$ cat config.mk
export PLATFORM = sky130hd
export DESIGN_NAME = scan_engine_flat
export DESIGN_NICKNAME = d
export VERILOG_FILES = /design/src/rtl/scan_pkg.sv /design/src/rtl/scan_engine_if.sv /design/src/rtl/scan_step_div.sv /design/src/rtl/scan_engine.sv /design/src/flat_wrapper.sv
export SDC_FILE = /design/constraint.sdc
export NUM_CORES = 1
export LEC_CHECK = 0
export ABC_AREA = 1
export ABC_CLOCK_PERIOD_IN_PS = 10300
export CAP_MARGIN = 10
export CORE_ASPECT_RATIO = 0.8
export CORE_MARGIN = 2
export CORE_UTILIZATION = 60
export CTS_CLUSTER_DIAMETER = 50
export DETAILED_ROUTE_END_ITERATION = 10
export HOLD_SLACK_MARGIN = 0.02
export PLACE_DENSITY = 0.86
export SETUP_SLACK_MARGIN = 0.15
export SKIP_LAST_GASP = 1
export SYNTH_ARGS = -nofsm -noshare
export SYNTH_HDL_FRONTEND = slang
export SYNTH_SLANG_ARGS = --single-unit
$ cat constraint.sdc
create_clock -name clk -period 10.3 [get_ports clk]
set_input_delay 2.06 -clock clk [delete_from_list [all_inputs] [get_ports clk]]
set_output_delay 2.06 -clock clk [all_outputs]
set_load 0.005 [all_outputs]
$ cat src/rtl/scan_pkg.sv
// Shared types and default widths for the scan engine and its step dividers.
package scan_pkg;

   localparam int unsigned COORD_W_DEF = 16;
   localparam int unsigned DWELL_W_DEF = 32;

   typedef enum logic [1:0] {
      MODE_RASTER = 2'd0,
      MODE_SERP   = 2'd1,
      MODE_COLUMN = 2'd2
   } scan_mode_t;

   typedef enum logic [2:0] {
      IDLE,
      CALC,
      LOAD,
      SEND,
      DWELL,
      DONE
   } scan_state_t;

   // Mode code 3 is reserved and runs as raster.
   function automatic scan_mode_t decode_mode(input logic [1:0] m);
      case (m)
         2'd1:    return MODE_SERP;
         2'd2:    return MODE_COLUMN;
         default: return MODE_RASTER;
      endcase
   endfunction

endpackage

$ cat src/rtl/scan_engine_if.sv
// Point bus towards the XY2-100 transmitter: coordinate pair, send strobe, back-pressure.
interface scan_engine_if #(
   parameter int unsigned COORD_W = 16
);
   logic [COORD_W-1:0] x_coord;
   logic [COORD_W-1:0] y_coord;
   logic               xy2_send;
   logic               tx_ready;

   modport master (output x_coord, output y_coord, output xy2_send, input tx_ready);
   modport slave  (input x_coord, input y_coord, input xy2_send, output tx_ready);
endinterface

$ cat src/rtl/scan_step_div.sv
// Restoring unsigned divider: W iterations after start, done flags the last one; x/0 yields 0.
module scan_step_div #(
   parameter int unsigned W = 16
) (
   input  logic         clk,
   input  logic         reset,
   input  logic         start,
   input  logic [W-1:0] dividend,
   input  logic [W-1:0] divisor,
   output logic [W-1:0] quotient,
   output logic         done
);
   localparam int unsigned CNT_W = $clog2(W + 1);

   logic [W-1:0]     rem;
   logic [W-1:0]     dvs;
   logic [CNT_W-1:0] cnt;
   logic [W:0]       shifted;

   assign shifted = {rem, quotient[W-1]};

   // quotient doubles as the dividend shift register; it stays 0 when dividing by zero.
   always_ff @(posedge clk) begin
      if (reset) begin
         rem      <= '0;
         dvs      <= '0;
         cnt      <= '0;
         quotient <= '0;
         done     <= 1'b0;
      end else if (start) begin
         rem      <= '0;
         dvs      <= divisor;
         quotient <= (divisor == '0) ? '0 : dividend;
         cnt      <= CNT_W'(W);
         done     <= (W == 1);
      end else if (cnt != '0) begin
         cnt  <= cnt - CNT_W'(1);
         done <= (cnt == CNT_W'(2));
         if (dvs != '0) begin
            if (shifted >= {1'b0, dvs}) begin
               rem      <= W'(shifted - {1'b0, dvs});
               quotient <= {quotient[W-2:0], 1'b1};
            end else begin
               rem      <= shifted[W-1:0];
               quotient <= {quotient[W-2:0], 1'b0};
            end
         end
      end else begin
         done <= 1'b0;
      end
   end

endmodule

$ cat src/rtl/scan_engine.sv
// Run-time selectable raster/serpentine/column scan generator feeding the XY2-100 transmitter.
// Define SCAN_CONTINUOUS_EN to repeat the latched frame until abort.
module scan_engine
   import scan_pkg::*;
#(
   parameter int unsigned COORD_W = COORD_W_DEF,
   parameter int unsigned DWELL_W = DWELL_W_DEF
) (
   input  logic               clk,
   input  logic               reset,
   input  logic               start,
   input  logic               abort,
   input  logic [1:0]         mode,
   input  logic [COORD_W-1:0] nx_pix,
   input  logic [COORD_W-1:0] ny_pix,
   input  logic [COORD_W-1:0] nx_min,
   input  logic [COORD_W-1:0] nx_max,
   input  logic [COORD_W-1:0] ny_min,
   input  logic [COORD_W-1:0] ny_max,
   input  logic [DWELL_W-1:0] dwell,
   scan_engine_if.master      xy,
   output logic               busy,
   output logic               frame_done,
   output logic               cfg_err
);

   scan_state_t        state, state_next;
   scan_mode_t         mode_q;
   logic [COORD_W-1:0] nx_q, ny_q, xmin_q, ymin_q;
   logic [COORD_W-1:0] x_q, y_q, fast_idx, slow_idx, fast_n, slow_n;
   logic [COORD_W-1:0] dvd_x, dvd_y, dvs_x, dvs_y, step_x, step_y;
   logic [DWELL_W-1:0] dwell_rl, dwell_cnt;
   logic               dir_q, done_x, done_y, calc_done, accept;
   logic               empty, line_end, last_pt, send_c;

   // Inverted bounds give a zero span; fewer than two points give a zero divisor.
   assign dvd_x = (nx_max < nx_min) ? '0 : nx_max - nx_min;
   assign dvd_y = (ny_max < ny_min) ? '0 : ny_max - ny_min;
   assign dvs_x = (nx_pix < COORD_W'(2)) ? '0 : nx_pix - COORD_W'(1);
   assign dvs_y = (ny_pix < COORD_W'(2)) ? '0 : ny_pix - COORD_W'(1);

   scan_step_div #(.W(COORD_W)) u_div_x (
      .clk(clk), .reset(reset), .start(accept),
      .dividend(dvd_x), .divisor(dvs_x), .quotient(step_x), .done(done_x)
   );

   scan_step_div #(.W(COORD_W)) u_div_y (
      .clk(clk), .reset(reset), .start(accept),
      .dividend(dvd_y), .divisor(dvs_y), .quotient(step_y), .done(done_y)
   );

   assign calc_done = done_x & done_y;
   assign accept    = (state == IDLE) && (state_next == CALC);
   assign empty     = (nx_q == '0) || (ny_q == '0);
   assign fast_n    = (mode_q == MODE_COLUMN) ? ny_q : nx_q;
   assign slow_n    = (mode_q == MODE_COLUMN) ? nx_q : ny_q;
   assign line_end  = (fast_idx == fast_n - COORD_W'(1));
   assign last_pt   = line_end && (slow_idx == slow_n - COORD_W'(1));

   always_ff @(posedge clk) begin
      if (reset) state <= IDLE;
      else       state <= state_next;
   end

   always_comb begin
      state_next = state;
      send_c     = 1'b0;
      if (abort) begin
         state_next = IDLE;
      end else begin
         case (state)
            IDLE:  if (start) state_next = CALC;
            CALC:  if (calc_done) state_next = empty ? DONE : LOAD;
            LOAD:  state_next = SEND;
            SEND:  if (xy.tx_ready) begin
                      send_c     = 1'b1;
                      state_next = DWELL;
                   end
            DWELL: if (dwell_cnt == '0) state_next = last_pt ? DONE : SEND;
`ifdef SCAN_CONTINUOUS_EN
            DONE:  state_next = empty ? IDLE : LOAD;
`else
            DONE:  state_next = IDLE;
`endif
            default: state_next = IDLE;
         endcase
      end
   end

   // Frame configuration is captured only on the accepted start.
   always_ff @(posedge clk) begin
      if (accept) begin
         mode_q   <= decode_mode(mode);
         nx_q     <= nx_pix;
         ny_q     <= ny_pix;
         xmin_q   <= nx_min;
         ymin_q   <= ny_min;
         dwell_rl <= (dwell < DWELL_W'(2)) ? '0 : dwell - DWELL_W'(2);
      end
   end

   // Accumulator walk: fast axis steps each point, slow axis steps at line end.
   always_ff @(posedge clk) begin
      if (reset) begin
         x_q       <= '0;
         y_q       <= '0;
         fast_idx  <= '0;
         slow_idx  <= '0;
         dir_q     <= 1'b0;
         dwell_cnt <= '0;
      end else if (state == LOAD && state_next == SEND) begin
         x_q      <= xmin_q;
         y_q      <= ymin_q;
         fast_idx <= '0;
         slow_idx <= '0;
         dir_q    <= 1'b0;
      end else if (state == SEND && state_next == DWELL) begin
         dwell_cnt <= dwell_rl;
      end else if (state == DWELL) begin
         if (dwell_cnt != '0) begin
            dwell_cnt <= dwell_cnt - DWELL_W'(1);
         end else if (state_next == SEND) begin
            if (line_end) begin
               fast_idx <= '0;
               slow_idx <= slow_idx + COORD_W'(1);
               dir_q    <= ~dir_q;
               if (mode_q == MODE_COLUMN) begin
                  x_q <= x_q + step_x;
                  y_q <= ymin_q;
               end else begin
                  y_q <= y_q + step_y;
                  if (mode_q == MODE_RASTER) x_q <= xmin_q;
               end
            end else begin
               fast_idx <= fast_idx + COORD_W'(1);
               if (mode_q == MODE_COLUMN)             y_q <= y_q + step_y;
               else if (mode_q == MODE_SERP && dir_q) x_q <= x_q - step_x;
               else                                   x_q <= x_q + step_x;
            end
         end
      end
   end

   always_ff @(posedge clk) begin
      if (reset) begin
         busy       <= 1'b0;
         frame_done <= 1'b0;
         cfg_err    <= 1'b0;
      end else begin
         busy       <= (state_next != IDLE);
         frame_done <= (state_next == DONE);
         if (accept) cfg_err <= (nx_max < nx_min) || (ny_max < ny_min);
      end
   end

   assign xy.x_coord  = x_q;
   assign xy.y_coord  = y_q;
   assign xy.xy2_send = send_c;

endmodule

$ cat src/flat_wrapper.sv
// flat-port wrapper written by rule: the top's interface ports become plain ports
module scan_engine_flat import scan_pkg::*;
#(
   parameter int unsigned COORD_W = COORD_W_DEF,
   parameter int unsigned DWELL_W = DWELL_W_DEF
)
  (clk, reset, start, abort, mode, nx_pix, ny_pix, nx_min, nx_max, ny_min, ny_max, dwell, busy, frame_done, cfg_err, xy_x_coord, xy_y_coord, xy_xy2_send, xy_tx_ready);
  scan_engine_if #(.COORD_W(COORD_W)) xy_i ();
  input  logic clk;
  input  logic reset;
  input  logic start;
  input  logic abort;
  input  logic [1:0] mode;
  input  logic [COORD_W-1:0] nx_pix;
  input  logic [COORD_W-1:0] ny_pix;
  input  logic [COORD_W-1:0] nx_min;
  input  logic [COORD_W-1:0] nx_max;
  input  logic [COORD_W-1:0] ny_min;
  input  logic [COORD_W-1:0] ny_max;
  input  logic [DWELL_W-1:0] dwell;
  output logic busy;
  output logic frame_done;
  output logic cfg_err;
  output wire logic [$bits(xy_i.x_coord)-1:0] xy_x_coord;
  output wire logic [$bits(xy_i.y_coord)-1:0] xy_y_coord;
  output wire logic [$bits(xy_i.xy2_send)-1:0] xy_xy2_send;
  input wire logic [$bits(xy_i.tx_ready)-1:0] xy_tx_ready;
  assign xy_x_coord = xy_i.x_coord;
  assign xy_y_coord = xy_i.y_coord;
  assign xy_xy2_send = xy_i.xy2_send;
  assign xy_i.tx_ready = xy_tx_ready;
  scan_engine #(.COORD_W(COORD_W), .DWELL_W(DWELL_W)) u_core (.clk(clk), .reset(reset), .start(start), .abort(abort), .mode(mode), .nx_pix(nx_pix), .ny_pix(ny_pix), .nx_min(nx_min), .nx_max(nx_max), .ny_min(ny_min), .ny_max(ny_max), .dwell(dwell), .xy(xy_i), .busy(busy), .frame_done(frame_done), .cfg_err(cfg_err));
endmodule
==> metrics.csv, run 1 <==
metric;value;unit
Ys Warns;0;
Placement Setup Slack;4.48;ns
Yosys top cell by area;dfxtp_1;
final setup margin;4.46;ns
crit share post-route;0.567;
clock skew;0.0163;ns
number of synthesized flops with an enable pin;98;
PD cells;177;nW/µm²
Worst Path Required;8.24;ns
syn_area_per_cell;6.74;µm²
top-area cell type share of the netlist area;0.181;
IO Pins;171;
Min Clock Period, post-route;5.84;ns
Hold WC Path Type;flop to flop;
TritonCTS Sinks;309;
Reg clk slew, reported paths;0.05;ns
placeable core region;38300;µm²
clk root buf;clkbuf_16;
CP max-delay cell;clkdlybuf4s50_1;
Layout area overhead;12.6;%
Longest Clk Path Bufs;3;
Top FF cell, synth;dfxtp_1;
P_leak;0.0118;µW
# resized after CTS;0;
# DRC;0;
initial drt markers;2453;
CTS tree;yes;
global route total overflow;0;
worst-path cell chain;clkdlybuf4s50_1 -> nand4_1 -> nor2_2 -> buf_4 -> clkdlybuf4s50_1;
Clk Latency, worst-skew pair;0.55;ns
GPL Wtd Cong;0.996;
Initial Util;0.610;
final wirelength;65500;µm
final setup violation count;0;
synthesis-stage register bit count;309;
Max Slew Vio Count;0;
share of layout cells above drive strength 1;0.0490;
Worst Tran Pin Value;1.13;ns
initial antenna violation count;2;
Die W;225;µm
worst path bufs/invs;3;
Async SR Flop Fraction;0;
routed via count;23500;
Setup Buffers After CTS;0;
Crit path max-delay family;buffers and inverters;
Setup crit end kind;primary output;
Syn Std Cell Area;23300;µm²
drt first pass iters;6;
Max Freq;0.171;GHz
post-route antenna net violation count;0;
first-pass GRT wire length;106000;µm
max-cap viol count;0;
Die ar.;40500;µm²
RSZ-0062 raised after global routing;no;
status;completed;
worst vdd ir;0.165;mV
synthesized netlist cell count;3464;
IO Port Bufs;170;
Filler cells;3343;
H-tree level count;2;
syn nets;3729;
Hold Fails Final Rpt;0;
Setup TNS;0;ns
slowest stage delay, CP;0.58;ns
Final HPWL DP;47800;µm
CP startpoint kind;input port;
sequential fraction of the synthesis area;0.307;
Area contributors post-synth;dfxtp_1 18%, edfxtp_1 13%, nand2_1 12%;
reg2reg setup slack;4.49;ns
critical path arrival;3.78;ns
slew margin rel.;0.246;
Crit Path Class;input port to primary output;
Nets;3832;
routed len/inst;16.0;µm
CTS Hold Buffers Added;0;
row cnt;64;
routed vias/inst;5.74;
GRT Util Overall;0.316;
Num CTS Buffers;36;
cell mode on critical path;clkdlybuf4s50_1;
pin count of the biggest net entering global routing;109;
die height;180;µm
Synth cell types;64;
crit-path max FO;40;
vias in the first global route;20700;
## worst reg2reg max path: cells and delay by family (launching register included)
kind	cells	cell delay [ns]
AO/OA/AOI/OAI	1	0.30
flip-flops	1	0.91
buffers and inverters	2	1.53
AND/OR/NAND/NOR	15	2.58
adder cells (fa/ha/maj)	1	0.31
XOR/XNOR	1	0.14
## final timing paths
| kind | start | end | depth (start not counted) |
|---|---|---|---|
| setup / recovery | xy_tx_ready | xy_xy2_send | 5 |
| hold / removal | u_core.slow_idx[15]$_SDFFE_PP0P_ | u_core.slow_idx[15]$_SDFFE_PP0P_ | 2 |
| setup reg to reg | u_core.mode_q[1]$_DFFE_PN_ | u_core.cfg_err$_SDFFE_PP0N_ | 20 |
| hold reg to reg | u_core.slow_idx[15]$_SDFFE_PP0P_ | u_core.slow_idx[15]$_SDFFE_PP0P_ | 2 |
## stage by stage
stage	area (µm²)	power, µW	util	instances	hold slack [ns]
detailed placement	25100	3360	0.657	4024	0.461
floorplan	23300	2970	-	3464	0.439
CTS	26300	4630	0.687	4090	0.471
global route	26300	4990	0.687	4092	0.501
global placement	25100	3320	0.657	4024	0.453
finish	26300	4670	0.687	4092	0.464
## layer usage
| layer | share of wire | GRT usage | vias to the layer above | wire, µm |
|---|---|---|---|---|
| li1 | - | - | 11700 | - |
| met1 | 0.46 | 0.471 | 10600 | 30200 |
| met2 | 0.43 | 0.476 | 1061 | 28000 |
| met3 | 0.089 | 0.0426 | 107 | 5810 |
| met4 | 0.023 | 0.0856 | 0 | 1540 |
| met5 | 0 | 0 | - | 0 |
## cell families after synthesis
family	Yosys count	synth area share
simple gates	1653	0.313
compound gates	664	0.155
buf+inv	566	0.0996
flops	309	0.307
xor+xnor	140	0.0525
fa+ha+maj	130	0.0719
mux	2	0.000857
## power by group
part	internal [µW]	switching, µW
Clock	706	548
Sequential	1400	134
Combinational	698	1180
Total	2800	1870
## layout make-up
cell class / instances / area (µm²) / area share
sequential: 309 / 7170 / 0.272
clock buffer: 51 / 1020 / 0.0387
tap: 495 / 619 / 0.0235
timing repair buffer: 184 / 1810 / 0.0687
clock inverter: 15 / 131 / 0.00500
multi-input combinational: 2589 / 13900 / 0.527
antenna: 2 / 5.00 / 0.000190
inverter: 447 / 1690 / 0.0641
## synth_stat cells (13+ instances only)
| library cell | number |
|---|---|
| clkbuf_1 | 71 |
| o21ai_1 | 31 |
| nand2_2 | 18 |
| ha_1 | 123 |
| nand3_1 | 261 |
| o21ai_0 | 252 |
| inv_1 | 431 |
| buf_6 | 20 |
| nor3_1 | 74 |
| dfxtp_1 | 211 |
| buf_2 | 20 |
| a211oi_1 | 16 |
| a21oi_1 | 262 |
| xnor2_1 | 41 |
| a31oi_1 | 32 |
| or2_2 | 24 |
| nand4_1 | 60 |
| nand2_1 | 764 |
| nor4_1 | 32 |
| nor2_1 | 355 |
| o211ai_1 | 15 |
| xor2_1 | 99 |
| nor2_2 | 13 |
| edfxtp_1 | 98 |
## sequential cells by signal, indices dropped and copies added (netlist names), 2 cells and up
name	cells
u_core.xy.x_coord	16
u_core.xmin_q	16
u_core.ny_q	16
u_core.u_div_y.rem	16
u_core.u_div_y.quotient	16
u_core.fast_idx	16
u_core.dwell_rl	32
u_core.dwell_cnt	32
u_core.u_div_y.dvs	16
u_core.u_div_x.cnt	5
u_core.nx_q	16
u_core.ymin_q	16
u_core.u_div_x.rem	16
u_core.mode_q	2
u_core.u_div_x.quotient	16
u_core.u_div_y.cnt	5
u_core.slow_idx	16
u_core.xy.y_coord	16
u_core.state	3
u_core.u_div_x.dvs	16
## layout by cell type (no fill, tap or decap), drive strengths merged, types with 2 or more instances in the layout
master and count:
a211oi 16, a21boi 5, a21o 7, a21oi 263, a221oi 2, a311oi 2, a31oi 32, and2 2
and3 2, buf 14, clkbuf 51, clkdlybuf4s50 170, clkinv 11, clkinvlp 3, dfxtp 211, diode 2
edfxtp 98, fa 7, ha 123, inv 448, mux2i 2, nand2 787, nand3 269, nand3b 10
nand4 61, nor2 374, nor3 76, nor3b 11, nor4 33, o211ai 15, o21a 5, o21ai 294
o21bai 12, o31ai 8, or2 25, xnor2 41, xor2 99
Note: power is estimated with default switching activity, not from simulation.
==> run 2: changes to the inputs <==
--- a/config.mk
+++ b/config.mk
@@ -6,7 +6,7 @@
 export NUM_CORES = 1
 export LEC_CHECK = 0
 export ABC_AREA = 1
-export ABC_CLOCK_PERIOD_IN_PS = 10300
+export ABC_CLOCK_PERIOD_IN_PS = 6100
 export CAP_MARGIN = 10
 export CORE_ASPECT_RATIO = 0.8
 export CORE_MARGIN = 2
==> constraint.sdc (replaced) <==
create_clock -name clk -period 6.1 [get_ports clk]
set_input_delay 1.22 -clock clk [delete_from_list [all_inputs] [get_ports clk]]
set_output_delay 1.22 -clock clk [all_outputs]
set_load 0.005 [all_outputs]
==> run 2 against run 1 <==
Compared with the run above: core utilization rose by 0.47 points; non-clock buffer count increased by 8; sequential share of layout area fell by 0.19 points; worst setup slack got worse by 3.3 ns; global-route usage rose by 0.077 points; clock-buffer cell count up 2; wire length rose by 0.58%; first-iteration DRC count up 5.0%; final area up 0.69%; sequential power increased by 69%; critical path type is now flop to flop; critical endpoint is now u_core.u_div_x.dvs[8]$_SDFFE_PP0N_; highest routed layer unchanged.
==> metrics.csv, run 2 (synthesis results as in run 1) <==
metric;value;unit;change
routed len/inst;16.1;µm;+0.38%
Crit Path Class;flop to flop;;
CTS tree;yes;;
CP max-delay cell;edfxtp_1;;
IO Port Bufs;170;;unchanged
max-cap viol count;0;;unchanged
placeable core region;38300;µm²;unchanged
Setup Buffers After CTS;0;;unchanged
worst path bufs/invs;4;;+1
commonest non-fill, non-tap cells in the layout;764 x nand2_1, 431 x inv_1, 353 x nor2_1, 262 x a21oi_1, 261 x nand3_1;;
final cell count without fillers;4100;;+0.20%
routed vias/inst;5.75;;+0.25%
Num CTS Buffers;37;;+2.8%
status;completed;;
initial antenna violation count;0;;-2
GRT Util Overall;0.316;;+0.000771
Largest regs;u_core.dwell_cnt x32, u_core.dwell_rl x32;;
WHS Path Cells;2;;unchanged
crit share post-route;0.816;;
Worst R2R End;u_core.u_div_x.dvs[8]$_SDFFE_PP0N_;;
pin count of the biggest net entering global routing;97;;-11%
Die ar.;40500;µm²;unchanged
Setup crit end kind;flop;;
Hold Path Origin;u_core.dir_q$_SDFFE_PP0P_;;
worst-path cell chain;inv_2 -> nor2_2 -> nand2_1 -> nand2_2 -> ha_1 -> nand3_1 -> nor2_2 -> nand2_1 -> nand2_1 -> nor2_1 -> nor2_1 -> nand2_1 -> nor2_1 -> nand3_1 -> nor2_1 -> nand3_2 -> nand2_2 -> nand4_4 -> buf_4 -> inv_4 -> buf_12 -> o21ai_0 -> a21oi_1;;
crit-path max FO;72;;+80%
Max Slew Vio Count;0;;unchanged
RSZ-0062 raised after global routing;no;;
global route total overflow;0;;unchanged
vias in the first global route;20800;;+0.55%
worst vdd ir;0.255;mV;+55%
Initial Util;0.610;;unchanged
Min Clock Period, post-route;4.98;ns;
Inst Count DP;4031;;+0.17%
P_leak;0.0119;µW;+0.89%
Worst Path Required;6.57;ns;-1.67 ns
IO Pins;171;;unchanged
Crit path max-delay family;simple AND/OR/NAND/NOR gates;;
final setup violation count;0;;unchanged
final wirelength;65900;µm;+0.58%
worst-case reg-to-reg path depth;23;;+15%
Clk Latency, worst-skew pair;0.55;ns;about the same
slew margin rel.;0.346;;+0.0999
post-route antenna net violation count;0;;unchanged
TritonCTS Sinks;309;;unchanged
Longest Clk Path Bufs;3;;unchanged
initial drt markers;2576;;+5.0%
commonest non-fill, non-tap cell in the layout;nand2_1;;
Nets;3841;;+0.23%
H-tree level count;2;;unchanged
Hold Fails Final Rpt;0;;unchanged
Worst Tran Pin Value;0.978;ns;-0.149 ns
Worst path depth;23;;+18
GPL Wtd Cong;1.01;;+1.0%
clk root buf;clkbuf_16;;
reg2reg setup slack;1.12;ns;-3.37 ns
Die W;225;µm;unchanged
Layout area overhead;13.4;%;
Critical R2R Launch;u_core.mode_q[1]$_DFFE_PN_;;
routed via count;23600;;+0.44%
first-pass GRT wire length;106000;µm;about the same
CP startpoint kind;flop;;
Hold WC Path Type;flop to flop;;
PD cells;303;nW/µm²;+71%
critical path arrival;5.45;ns;+1.67 ns
CTS Hold Buffers Added;0;;unchanged
Reg clk slew, reported paths;0.06;ns;about the same
die height;180;µm;unchanged
fin util;0.692;;+0.00474
Ant. Diodes;0;;-2
clock skew;0.0141;ns;-0.00216 ns
row cnt;64;;unchanged
Max Freq;0.201;GHz;
# DRC;0;;unchanged
drt first pass iters;8;;+2
Final HPWL DP;48800;µm;+2.2%
# resized after CTS;0;;unchanged
share of layout cells above drive strength 1;0.0521;;+0.00319
Hold EP;u_core.dir_q$_SDFFE_PP0P_;;
Setup TNS;0;ns;unchanged
slowest stage delay, CP;0.82;ns;+0.24 ns
run 2: cell types whose count changed in the layout (fill, tap and decap cells not counted), sizes merged:
cell	previous run	this run
buf	14	22
bufinv	0	2
clkbuf	51	53
clkinvlp	3	1
diode	2	0
run 2: layout make-up:
type	count	area (µm²)
fill	3274	11800
inverter	447	1690
clock buffer	53	1070
timing repair buffer	192	1900
sequential	309	7170
clock inverter	15	175
tap	495	619
multi-input combinational	2589	13900
run 2: worst max path at each step:
stage                               startpoint                            endpoint  slack, ns
global route        u_core.mode_q[1]$_DFFE_PN_  u_core.u_div_x.dvs[7]$_SDFFE_PP0N_       0.63
CTS                 u_core.mode_q[1]$_DFFE_PN_  u_core.u_div_x.dvs[8]$_SDFFE_PP0N_       1.17
global placement    u_core.mode_q[1]$_DFFE_PN_            u_core.nx_q[2]$_DFFE_PN_       1.39
detailed placement  u_core.mode_q[1]$_DFFE_PN_         u_core.xmin_q[10]$_DFFE_PN_       1.22
floorplan           u_core.mode_q[0]$_DFFE_PN_    u_core.dwell_rl[0]$_SDFFCE_PN0N_       1.97
finish              u_core.mode_q[1]$_DFFE_PN_  u_core.u_div_x.dvs[8]$_SDFFE_PP0N_       1.12
run 2: metal layers:
layer,vias up,GRT usage,share of wire
met1,10700,0.473,0.46
li1,11700,-,-
met5,-,0,0
met2,1064,0.472,0.42
met3,115,0.0530,0.099
met4,0,0.0779,0.023
run 2: worst reg2reg max path: cells and delay by family (launching register included):
kind | cells | cell delay [ns]
AND/OR/NAND/NOR | 16 | 2.61
buffers and inverters | 4 | 0.88
flip-flops | 1 | 0.82
AO/OA/AOI/OAI | 2 | 0.37
adder cells (fa/ha/maj) | 1 | 0.24
run 2: metrics by stage:
| step | total power (µW) | setup slack, ns | instance area, µm² | hold WS [ns] |
|---|---|---|---|---|
| global placement | 5630 | 1.39 | 25200 | 0.453 |
| global route | 8570 | 0.630 | 26500 | 0.501 |
| floorplan | 5020 | 1.97 | 23300 | 0.439 |
| detailed placement | 5690 | 1.22 | 25200 | 0.457 |
| finish | 8020 | 1.12 | 26500 | 0.466 |
| CTS | 7970 | 1.17 | 26500 | 0.465 |
run 2: report_power, final:
group / internal, µW / leakage (µW) / switching [µW]
clock: 1330 / 0.000611 / 927
sequential: 2360 / 0.00263 / 232
combinational: 1180 / 0.00864 / 1990
total: 4870 / 0.0119 / 3150
